[src/rtl/v_rams_pipe_reader_pkg.sv]
// Shared types and constants for the pipelined RAM burst reader.
package v_rams_pipe_reader_pkg;

    typedef enum logic [1:0] {
        ST_IDLE  = 2'd0,
        ST_RUN   = 2'd1,
        ST_DRAIN = 2'd2
    } state_t;

    localparam int unsigned FIFO_DEPTH = 4;
    localparam int unsigned RD_LAT_C   = 2;

endpackage

[src/rtl/v_rams_pipe_reader_fifo.sv]
// 4-entry output FIFO with fall-through: a word arriving while the FIFO is
// empty is presented immediately and only stored if the consumer stalls.
module v_rams_pipe_reader_fifo
    import v_rams_pipe_reader_pkg::*;
#(
    parameter int unsigned WIDTH = 5
) (
    input  logic             clk,
    input  logic             rst_n,
    input  logic             wr_en,
    input  logic [WIDTH-1:0] wr_data,
    input  logic             rd_ready,
    output logic             rd_valid,
    output logic [WIDTH-1:0] rd_data,
    output logic [2:0]       count
);

    localparam int unsigned PTR_W = $clog2(FIFO_DEPTH);

    logic [WIDTH-1:0] mem_q [FIFO_DEPTH];
    logic [WIDTH-1:0] mem_d [FIFO_DEPTH];
    logic [PTR_W-1:0] wr_ptr_q, wr_ptr_d;
    logic [PTR_W-1:0] rd_ptr_q, rd_ptr_d;
    logic [2:0]       count_q, count_d;
    logic             empty;
    logic             store;
    logic             pop;

    assign count = count_q;

    // Presentation, bypass decision and next-state of pointers/storage.
    always_comb begin
        empty    = (count_q == 3'd0);
        rd_valid = !empty || wr_en;
        rd_data  = empty ? wr_data : mem_q[rd_ptr_q];
        // A word consumed straight off the bypass path is never stored.
        store    = wr_en && !(empty && rd_ready);
        pop      = rd_ready && !empty;
        mem_d    = mem_q;
        wr_ptr_d = wr_ptr_q;
        rd_ptr_d = rd_ptr_q;
        count_d  = count_q;
        if (store) begin
            mem_d[wr_ptr_q] = wr_data;
            wr_ptr_d        = wr_ptr_q + 1'b1;
        end
        if (pop) begin
            rd_ptr_d = rd_ptr_q + 1'b1;
        end
        if (store && !pop) begin
            count_d = count_q + 1'b1;
        end else if (!store && pop) begin
            count_d = count_q - 1'b1;
        end
    end

    // Pointer and occupancy registers.
    always_ff @(posedge clk) begin
        if (!rst_n) begin
            wr_ptr_q <= '0;
            rd_ptr_q <= '0;
            count_q  <= '0;
        end else begin
            wr_ptr_q <= wr_ptr_d;
            rd_ptr_q <= rd_ptr_d;
            count_q  <= count_d;
        end
    end

    // Storage array; contents are don't-care while empty, so no reset.
    always_ff @(posedge clk) begin
        mem_q <= mem_d;
    end

endmodule

[src/rtl/v_rams_pipe_reader.sv]
// Burst reader: issues sequential reads to a 2-cycle-latency RAM, keeps
// in-flight + buffered words within the FIFO depth, and streams the words
// out on a valid/ready interface with a last marker and a done pulse.
module v_rams_pipe_reader
    import v_rams_pipe_reader_pkg::*;
#(
    parameter int unsigned ADDR_W = 9,
    parameter int unsigned DATA_W = 4,
    parameter int unsigned RD_LAT = RD_LAT_C
) (
    input  logic              clk,
    input  logic              rst_n,
    input  logic              start,
    input  logic [ADDR_W-1:0] base_addr,
    input  logic [ADDR_W:0]   len,
    output logic              busy,
    output logic              done,
    output logic              ram_we,
    output logic [ADDR_W-1:0] ram_addr,
    input  logic [DATA_W-1:0] ram_do,
    output logic              out_valid,
    input  logic              out_ready,
    output logic [DATA_W-1:0] out_data,
    output logic              out_last
);

    state_t            state_q, state_d;
    logic [ADDR_W-1:0] addr_q, addr_d;
    logic [ADDR_W:0]   remain_q, remain_d;
    logic              done_q, done_d;
    logic [RD_LAT-1:0] vld_q, vld_d;
    logic [RD_LAT-1:0] lst_q, lst_d;

    logic [2:0]        inflight;
    logic [2:0]        fifo_count;
    logic              fifo_valid;
    logic [DATA_W:0]   fifo_data;
    logic              room;
    logic              issue;
    logic              final_issue;

    assign ram_we    = 1'b0;
    assign ram_addr  = addr_q;
    assign busy      = (state_q != ST_IDLE);
    assign done      = done_q;
    assign out_valid = fifo_valid;
    assign out_data  = fifo_data[DATA_W-1:0];
    assign out_last  = fifo_valid && fifo_data[DATA_W];

    v_rams_pipe_reader_fifo #(
        .WIDTH (DATA_W + 1)
    ) u_fifo (
        .clk      (clk),
        .rst_n    (rst_n),
        .wr_en    (vld_q[RD_LAT-1]),
        .wr_data  ({lst_q[RD_LAT-1], ram_do}),
        .rd_ready (out_ready),
        .rd_valid (fifo_valid),
        .rd_data  (fifo_data),
        .count    (fifo_count)
    );

    // Read issue throttling, return tracking and burst FSM next-state.
    always_comb begin
        inflight    = {2'b00, vld_q[0]} + {2'b00, vld_q[1]};
        room        = ({1'b0, inflight} + {1'b0, fifo_count}) < 4'(FIFO_DEPTH);
        issue       = (state_q == ST_RUN) && room;
        final_issue = issue && (remain_q == {{ADDR_W{1'b0}}, 1'b1});
        state_d     = state_q;
        addr_d      = addr_q;
        remain_d    = remain_q;
        done_d      = 1'b0;
        vld_d       = {vld_q[RD_LAT-2:0], issue};
        lst_d       = {lst_q[RD_LAT-2:0], final_issue};
        case (state_q)
            ST_IDLE: begin
                if (start) begin
                    if (len != '0) begin
                        addr_d   = base_addr;
                        remain_d = len;
                        state_d  = ST_RUN;
                    end else begin
                        done_d = 1'b1;
                    end
                end
            end
            ST_RUN: begin
                if (issue) begin
                    addr_d   = addr_q + 1'b1;
                    remain_d = remain_q - 1'b1;
                    if (final_issue) begin
                        state_d = ST_DRAIN;
                    end
                end
            end
            ST_DRAIN: begin
                if (fifo_valid && out_ready && fifo_data[DATA_W]) begin
                    done_d  = 1'b1;
                    state_d = ST_IDLE;
                end
            end
            default: state_d = ST_IDLE;
        endcase
    end

    // State, address, counters and read-return shift registers.
    always_ff @(posedge clk) begin
        if (!rst_n) begin
            state_q  <= ST_IDLE;
            addr_q   <= '0;
            remain_q <= '0;
            done_q   <= 1'b0;
            vld_q    <= '0;
            lst_q    <= '0;
        end else begin
            state_q  <= state_d;
            addr_q   <= addr_d;
            remain_q <= remain_d;
            done_q   <= done_d;
            vld_q    <= vld_d;
            lst_q    <= lst_d;
        end
    end

endmodule

[config.mk]
export PLATFORM = sky130hd
export DESIGN_NAME = v_rams_pipe_reader
export DESIGN_NICKNAME = d
export VERILOG_FILES = /design/src/rtl/v_rams_pipe_reader_pkg.sv /design/src/rtl/v_rams_pipe_reader_fifo.sv /design/src/rtl/v_rams_pipe_reader.sv
export SDC_FILE = /design/constraint.sdc
export NUM_CORES = 1
export LEC_CHECK = 0
export CAP_MARGIN = 20
export CORE_MARGIN = 3
export CORE_UTILIZATION = 48
export CTS_CLUSTER_DIAMETER = 60
export DETAILED_ROUTE_END_ITERATION = 6
export PLACE_DENSITY = 0.76
export SLEW_MARGIN = 20
export SYNTH_ARGS = -nofsm -noshare
export SYNTH_HDL_FRONTEND = slang
export SYNTH_SLANG_ARGS = --single-unit
[constraint.sdc]
create_clock -name clk -period 1.83 [get_ports clk]
set_input_delay 0.2745 -clock clk [delete_from_list [all_inputs] [get_ports clk]]
set_output_delay 0.2745 -clock clk [all_outputs]
set_load 0.05 [all_outputs]
Yosys cells after proc, flatten, opt, wreduce, memory -nomap -nowiden:

Index checks and enable logic that the tools add are counted.

* add/sub/neg operators: 8
* magnitude comparators: 4
* equality and inequality tests: 8
* mux-type cells: 27
* bitwise operators: 2
* reduce and logical (&&, ||, !) cells: 24

Operator list (number)
* 2-to-1 mux 10 bit: 3
* 2-to-1 mux 9 bit: 3
* bitwise mux 20 bit: 1
* 2-to-1 mux 5 bit: 4
* one-hot mux 10 bit (2 select lines): 1
* one-hot mux 9 bit (2 select lines): 1
* logical AND 1 bit: 11
* binary-select mux 5 bit (select 2 bit): 1
* demux 5 bit (select 2 bit): 1
* equality test 10 x 1 -> 1 bit, second input constant: 1
* 2-to-1 mux 2 bit: 5
* != test 2 bit, second input constant: 5
* nonzero test 10 bit: 1
* subtractor 10 x 1 -> 10 bit, second input constant: 1
* adder 9 x 1 -> 9 bit, second input constant: 1
* >= comparator 3 bit, second input constant: 2
* 2-to-1 mux 3 bit: 2
* NOT 2 -> 3 bit: 2
* one-hot mux 2 bit (3 select lines): 1
* nonzero test 2 bit: 3
* AND reduction 5 bit: 1
* adder 2 x 1 -> 2 bit, second input constant: 2
* adder 2 x 3 -> 4 bit: 1
* logical NOT 1 bit: 4
* 13 further kinds: 15

* register bits after elaboration: 53
* input bits: 27
* output and inout bits: 18
* word-level logic and storage cells: 86

Longest topological paths before layout:

Gate-level depths: netlist (run 1).

* depth in word-level cells: 8
* gate-level depth with buffers: 7
* mapped depth without buffers: 6

By module:

Synthesis (run 1) repeated with hierarchy kept, for this count alone.

* cell total of the unflattened synthesis: 284
* area, all modules: 2822.7 um^2

Modules (own cells, without submodules)
* v_rams_pipe_reader: times used 1, cells an instance 204, area an instance 1604.0 um^2
* v_rams_pipe_reader_fifo: times used 1, cells an instance 80, area an instance 1218.7 um^2

Least setup slack after synthesis (run 1):

Ideal clock, no wire load.

* kind: register -> register
* start: reg u_fifo.count_q[0] (netlist: u_fifo.count[0])
* end: reg remain_q[7]
* arrival: 1776 ps
* setup slack: -78 ps
* stages on the path, launching flop included: 7
* path buffers: 1
* clock period less this slack: 1908 ps
* path through: dfxtp_1 ha_1 a21o_1 a221o_1 buf_4 o311ai_2 o41ai_2

* longest elaborated chain between the ends: 5

Ends and longest elaborated chain
* start, declared: line v_rams_pipe_reader_fifo.sv:24 `logic [2:0] count_q, count_d;`
* start signal, assigned: line v_rams_pipe_reader_fifo.sv:66 `count_q <= count_d;`
* adder 2 x 3 -> 4 bit: line v_rams_pipe_reader.sv:66 `room = ({1'b0, inflight} + {1'b0, fifo_count}) < 4'(FIFO_DEPTH);`
* less-than comparator 4 x 3 -> 1 bit: line v_rams_pipe_reader.sv:66
* logical AND 1 bit: line v_rams_pipe_reader.sv:67 `issue = (state_q == ST_RUN) && room;`
* != test 2 bit (no source line)
* AND reduction 4 bit (no source line)
* end signal, assigned: line v_rams_pipe_reader.sv:118 `remain_q <= remain_d;`
* end, declared: line v_rams_pipe_reader.sv:29 `logic [ADDR_W:0] remain_q, remain_d;`

Every way passes these cells.
A chain may end at the register's enable or synchronous reset.

Worst setup path after layout (run 1):

* start: reg u_fifo.rd_ptr_q[0]
* end: out out_data[1]

* longest elaborated chain between the ends: 5

Ends and longest elaborated chain
* start, declared: line v_rams_pipe_reader_fifo.sv:23 `logic [PTR_W-1:0] rd_ptr_q, rd_ptr_d;`
* start signal, assigned: line v_rams_pipe_reader_fifo.sv:65 `rd_ptr_q <= rd_ptr_d;`
* NOT 2 -> 3 bit (not written as such): line v_rams_pipe_reader_fifo.sv:35 `rd_data = empty ? wr_data : mem_q[rd_ptr_q];`
* binary-select mux 5 bit (select 2 bit): line v_rams_pipe_reader_fifo.sv:35
* 2-to-1 mux 5 bit (not written as such) (2 in a row): line v_rams_pipe_reader_fifo.sv:35
* 2-to-1 mux 5 bit: line v_rams_pipe_reader_fifo.sv:35
* end, declared: line v_rams_pipe_reader.sv:23 `output logic [DATA_W-1:0] out_data,`

Every way passes these cells. The select of a mux whose other input is x is not followed.

==> flow_summary.toml, run 1 <==
[synth]
synthArstFlopShare_pct = 0
ys_warn_count = 0
synth_seq_cells = 53
synth-main-ff-cell = "dfxtp_1"
yosysSeqAreaShare_pct = 45.2
syn_nets = 304
ys_types = 61
avgSynthCellArea_um2 = 10.4
synth_edf_count = 20
netlist_instances = 268
synth_area_um2 = 2790

[timing]
setup_violations = 13
maxSlewHeadroom_pct = 59.3
worst_slack_ns = -0.178
drv_slew = 0
worst_clock_skew_ns = 0.00621
finalSetupTns_ns = -1.00
clock.fmax_ghz = 0.498
fin_crit_sh_pct = 110
holdWs_ns = 0.441
worst_pin_slew_ns = 0.606
min_period_ns = 2.01
rsz0062_at_grt = "true"
hold_viol_final = 0

[detailed_routing]
via_per_inst = 5.94
first_iter_violations = 135
drc_errors = 0
routed_wl_um = 7200
post_drt_wl_per_cell_um = 17.0
ant_nets = 0
vias = 2512
firstDrtPassIters = 4

[pwr]
cellPowerDensity_nw_per_um2 = 995
p_switching_w = 0.00151
p_int_w = 0.00241
p_comb_share_pct = 44.7
ir_drop_uv = 793
leakage_nw = 1.48
switching_share_pct = 38.6
p_seq_share_pct = 38.0
clkPwrFrac_pct = 17.3

[cts]
clockBufferDepth = 2
cts_tree = "done"
cts_sinks = 53
clkLatencyLatePin_ns = 0.31
h-tree-depth = 2
clkSlewWorstSetupHoldPaths_ns = 0.10
numCtsBuffers = 5
root_buffer = "clkbuf_8"

[place]
place.gp.congestion = 0.896
port_buffers = 43
dpl.hpwl_um = 5120

[setup_path]
path_class = "flop to primary output"
setup.worst_path.start_class = "flop"
worst_r2r_path_depth = 7
reg2reg_from = "u_fifo.rd_ptr_q[0]"
cpMostUsedCell = "buf_6"
path_cells = "buf_6 -> mux4_2 -> mux2_2 -> buf_6"
rrSetupSlack_ns = -0.07
worst-path-buf-inv = 2
critPathTopFamily = "multiplexers"
critPathCaptureType = "primary output"
regToRegEndpoint = "done"
required_ns = 1.56
critPathMaxFanout = 4
arrival_ns = 1.73
slowest_delay_ns = 0.50
crit_slowest_cell = "mux4_2"

[grt]
grt-ovfl-total = 0
grt_pass1_vias = 2467
antenna_found_initial = 0
grt_max_degree = 27
track_usage_pct = 22.3
grt_first_pass_wirelength_um = 11500

[hold_path]
whs_endpoint = "lst_q[1]"
min_from = "lst_q[0]"
hp-class = "flop to flop"
min_path_cells = 1

[die]
core_area_um2 = 5570
initial_core_util_pct = 50.1
die_w_um = 82.3
dieArea_um2 = 6770
rows = 27
ios = 45
die_h_um = 82.3

[job]
maxCapViolCount = 0

[finish]
antennaDiodeCount = 0
area_growth_pct = 41.3
drive_gt1_share_pct = 33.0
num-nets-final = 386

[status]
status = "complete, but fails checks"
violations = "setup timing"
[cells by family after synthesis]
| group | share of synthesized area [%] |
|---|---|
| multiplexers | 6.41 |
| AO/OA/AOI/OAI | 20.6 |
| other | 0.134 |
| buffers and inverters | 3.85 |
| flip-flops | 45.2 |
| AND/OR/NAND/NOR | 18.0 |
| XOR/XNOR | 1.57 |
| adder cells (fa/ha/maj) | 4.30 |
[area by class of cell]
| class | count | area [um2] |
|---|---|---|
| Sequential cell | 53 | 1270 |
| Clock inverter | 3 | 25.0 |
| Clock buffer | 5 | 68.8 |
| Tap cell | 72 | 90.1 |
| Multi-Input combinational cell | 190 | 1620 |
| Timing Repair Buffer | 92 | 848 |
| Inverter | 8 | 30.0 |
| Fill cell | 428 | 1630 |
[power by group through the flow]
stage / registers (W) / logic [W] / clock network, W
after global placement: 0.00149 / 0.00151 / 0
final: 0.00149 / 0.00175 / 0.000677
after floorplan: 0.00157 / 0.000883 / 0
after detailed placement: 0.00149 / 0.00155 / 0
after CTS: 0.00148 / 0.00166 / 0.000686
after global routing: 0.00151 / 0.00188 / 0.000745
[worst max-delay path by stage]
| stage | startpoint | to | cells past startpoint |
|---|---|---|---|
| 4_1_cts | u_fifo.rd_ptr_q[0] | out_data[1] | 4 |
| 6_report | u_fifo.rd_ptr_q[0] | out_data[1] | 4 |
| 2_1_floorplan | u_fifo.count[0] | remain_q[7] | 6 |
| 5_1_grt | u_fifo.rd_ptr_q[0] | out_data[1] | 4 |
| 3_3_place_gp | start | remain_q[3] | 6 |
| 3_5_place_dp | start | remain_q[4] | 6 |
[through the flow]
stage,util (%),instance area (um2),power (W),worst slack (ns),instances
finish,70.8,3940,0.00392,-0.178,423
global route,70.8,3940,0.00414,-0.225,423
CTS,68.8,3840,0.00383,-0.180,421
detailed placement,64.3,3580,0.00304,-0.163,412
global placement,64.3,3580,0.00300,-0.134,412
floorplan,-,2790,0.00246,-0.00101,268
[timing repair]
| item | CTS | global route |
|---|---|---|
| resized for setup | 27 | 19 |
| setup buffers | 1 | 3 |
| endpoints found under the hold margin | 0 | 0 |
| hold buffers | 0 | 0 |
| cloned | 0 | 0 |
| setup endpoints to repair | 18 | 40 |
| pin swaps | 11 | 9 |
[per-layer routing]
metal / track usage [%] / vias up / routed length (um)
met5: 0 / - / 0
li1: - / 1204 / -
met3: 3.58 / 13 / 398
met2: 37.3 / 86 / 3620
met4: 8.31 / 0 / 148
met1: 28.9 / 1209 / 3040
[Yosys cell counts, types with 2 or more instances]
library cell,number,area (um2)
a21o_1,2,15.0
a21oi_1,10,50.1
a22oi_1,2,15.0
a311oi_1,2,17.5
a31o_1,2,17.5
a31o_2,3,26.3
a31oi_1,5,31.3
a32o_1,4,40.0
a32oi_1,3,26.3
and2_1,8,50.1
and3_1,4,25.0
buf_2,5,25.0
buf_4,2,15.0
clkbuf_1,9,33.8
dfxtp_1,33,661
edfxtp_1,20,601
ha_1,8,100
inv_1,8,30.0
mux2_2,5,56.3
mux4_2,5,113
nand2_1,11,41.3
nand2b_1,7,43.8
nand3_1,7,35.0
nand4_1,2,12.5
nor2_1,22,82.6
nor2b_1,3,18.8
nor3_1,7,35.0
nor3b_1,3,22.5
nor4_1,7,43.8
o21ai_0,9,45.0
o311a_1,2,20.0
o311ai_1,5,43.8
o31ai_1,8,60.1
o32ai_1,2,17.5
or3_1,2,12.5
or4_1,2,15.0
xnor2_1,5,43.8
[flip-flops by register name, indices dropped and copies added (netlist names)]
register,count
remain_q,10
vld_q,2
done,1
u_fifo.count,3
u_fifo.mem_q,20
lst_q,2
u_fifo.rd_ptr_q,2
u_fifo.wr_ptr_q,2
ram_addr,9
state_q,2
[cell usage in the layout, fill, tap and decap left out, types with 3 or more instances in the layout]
master	synthesis	layout
nand2_1	11	10
buf_6	0	10
nor3_2	1	3
inv_1	8	8
nand2b_1	7	7
dfxtp_2	0	4
mux2_2	5	4
nand3_1	7	7
ha_1	8	7
o21ai_0	9	9
a31o_2	3	3
mux4_2	5	5
and2_1	8	8
xnor2_1	5	5
and3_1	4	4
a32o_1	4	4
clkbuf_8	0	5
nor3_1	7	3
nor2b_1	3	3
clkdlybuf4s50_1	0	28
buf_4	2	49
o31ai_1	8	8
nor4_1	7	6
o311ai_4	0	5
buf_12	0	3
dfxtp_1	33	29
a31oi_1	5	5
a21oi_1	10	10
nor2_1	22	21
edfxtp_1	20	20
[worst reg2reg max path: stages (launching register included)]
cell	delay (ns)
dfxtp_2	0.35
buf_6	0.10
mux4_2	0.50
mux2_4	0.31
buf_4	0.14
buf_6	0.11
a32oi_2	0.19
nor3_2	0.07
(Power assumes the default switching activity.)
==> inputs of run 2 (changes only) <==
--- a/config.mk
+++ b/config.mk
@@ -11,6 +11,7 @@
 export CTS_CLUSTER_DIAMETER = 60
 export DETAILED_ROUTE_END_ITERATION = 6
 export PLACE_DENSITY = 0.76
+export SKIP_LAST_GASP = 1
 export SLEW_MARGIN = 20
 export SYNTH_ARGS = -nofsm -noshare
 export SYNTH_HDL_FRONTEND = slang
==> constraint.sdc (replaced) <==
create_clock -name clk -period 1.83 [get_ports clk]
set_input_delay 0.2745 -clock clk [delete_from_list [all_inputs] [get_ports clk]]
set_output_delay 0.2745 -clock clk [all_outputs]
set_load 0.005 [all_outputs]
==> run 2 against run 1 <==
  * The flow still finishes with violations (setup timing)
  * Final area increased by 3.1%
  * First-iteration DRC count increased by 25%
  * Clock power increased by 5.8%
  * Register-to-register slack improved by 0.03 ns
  * Sequential power about the same
  * Flip-flop and latch count unchanged
  * Cell count increased by 2.8%
  * Global-route usage increased by 0.97 points
  * Critical endpoint is now out_last
  * Highest routed layer unchanged
==> flow_summary.toml, run 2 (synthesis gave the netlist of run 1 again) <==
[timing]
maxSlewHeadroom_pct = 62.9
drv_slew = 0
worst_slack_ns = -0.124
rsz0062_at_grt = "true"
min_period_ns = 1.95
hold_viol_final = 0
fin_crit_sh_pct = 107
worst_pin_slew_ns = 0.552
setup_violations = 8
worst_clock_skew_ns = 0.00601
clock.fmax_ghz = 0.512

[finish]
top_register = "u_fifo.mem_q"
drive_gt1_share_pct = 32.5
largest_register_ffs = 20
num-nets-final = 398
area_growth_pct = 45.7
final_cell_mix = "51 x buf_4, 37 x clkdlybuf4s50_1, 27 x dfxtp_1"
antennaDiodeCount = 0
layout_commonest_cell = "buf_4"

[grt]
grt-ovfl-total = 0
antenna_found_initial = 0
grt_first_pass_wirelength_um = 12000
track_usage_pct = 23.3
grt_max_degree = 20
grt_pass1_vias = 2548

[detailed_routing]
routed_wl_um = 7420
drc_errors = 0
first_iter_violations = 169
vias = 2591
post_drt_wl_per_cell_um = 17.1
firstDrtPassIters = 5
ant_nets = 0
via_per_inst = 5.96

[setup_path]
arrival_ns = 1.68
reg2reg_from = "vld_q[0]"
regToRegEndpoint = "ram_addr[3]"
required_ns = 1.56
rrSetupSlack_ns = -0.04
critPathMaxFanout = 6
crit_path_start = "u_fifo.rd_ptr_q[0]"
endpoint = "out_last"
setup.worst_path.start_class = "flop"
critPathCaptureType = "primary output"
path_class = "flop to primary output"
worst_r2r_path_depth = 6

[hold_path]
hp-class = "flop to flop"

[place]
pre_cts_slack_ns = -0.256
dpl.hpwl_um = 5360
port_buffers = 43
place.gp.congestion = 0.915

[cts]
cts_sinks = 53
h-tree-depth = 2
ctsHoldBuffers = 0
numCtsBuffers = 5
clkSlewWorstSetupHoldPaths_ns = 0.10
clockBufferDepth = 2
root_buffer = "clkbuf_8"
clkLatencyLatePin_ns = 0.31
cts_tree = "done"

[status]
violations = "setup timing"
status = "complete, but fails checks"

[die]
die_w_um = 82.3
initial_core_util_pct = 50.1
rows = 27
dieArea_um2 = 6770
die_h_um = 82.3
core_area_um2 = 5570
ios = 45

[pwr]
cellPowerDensity_nw_per_um2 = 918
leakage_nw = 1.53
ir_drop_uv = 724
p_total_w = 0.00373

[job]
maxCapViolCount = 0
[run 2: cell types whose count changed in the layout (fill, tap and decap cells not counted), sizes merged]
cell,delta
inv,+2
buf,+2
dlymetal6s2s,-1
clkinvlp,-1
clkdlybuf4s50,+9
clkinv,-1
nand2,+1
dlygate4sd2,+1
[run 2: stage by stage]
| stage | hold slack [ns] | setup TNS (ns) | instance area [um2] | util [%] | std cells |
|---|---|---|---|---|---|
| after floorplan | 0.373 | -0.00101 | 2790 | - | 268 |
| after global placement | 0.417 | -2.26 | 3690 | 66.2 | 423 |
| after detailed placement | 0.425 | -3.15 | 3690 | 66.2 | 423 |
| after CTS | 0.453 | -1.01 | 4000 | 71.7 | 435 |
| after global routing | 0.473 | -1.21 | 4070 | 73.0 | 435 |
| final | 0.455 | -0.644 | 4070 | 73.0 | 435 |
[run 2: what timing repair did]
item,CTS,global route
pin swaps,15,10
resized for setup,57,13
setup endpoints to repair,23,29
cloned,1,0
buffers inserted,3,0
[run 2: how the worst min path moves through the flow]
| stage | startpoint | cells after the start | endpoint |
|---|---|---|---|
| after floorplan | ram_do[0] | 0 | u_fifo.mem_q[0] |
| after global placement | lst_q[0] | 1 | lst_q[1] |
| after detailed placement | lst_q[0] | 1 | lst_q[1] |
| after CTS | lst_q[0] | 1 | lst_q[1] |
| after global routing | lst_q[0] | 1 | lst_q[1] |
| final | lst_q[0] | 1 | lst_q[1] |
[run 2: worst max-delay path: stages (launching register included)]
cell	delay, ns
dfxtp_2	0.35
buf_12	0.12
mux4_2	0.49
mux2_4	0.29
buf_6	0.12
[run 2: cell type report]
cell class	count	area, um2
Sequential cell	53	1270
Inverter	8	30.0
Multi-Input combinational cell	191	1640
Clock buffer	5	68.8
Fill cell	392	1510
Tap cell	72	90.1
Clock inverter	3	28.8
Timing Repair Buffer	103	937
[run 2: power by group]
group / internal, W / total (W) / switching [W] / leakage, nW
combinational: 0.000857 / 0.00152 / 0.000667 / 1.03
clock: 0.000290 / 0.000716 / 0.000426 / 0.0511
sequential: 0.00134 / 0.00149 / 0.000152 / 0.449
total: 0.00249 / 0.00373 / 0.00124 / 1.53
[run 2: layer usage]
metal  vias up  wire length (um)  track usage, %
met1      1264              3090            29.2
met4         0               127            8.97
met3        11               382            4.23
met2        91              3820            39.7
li1       1225                 -               -
met5         -                 0               0
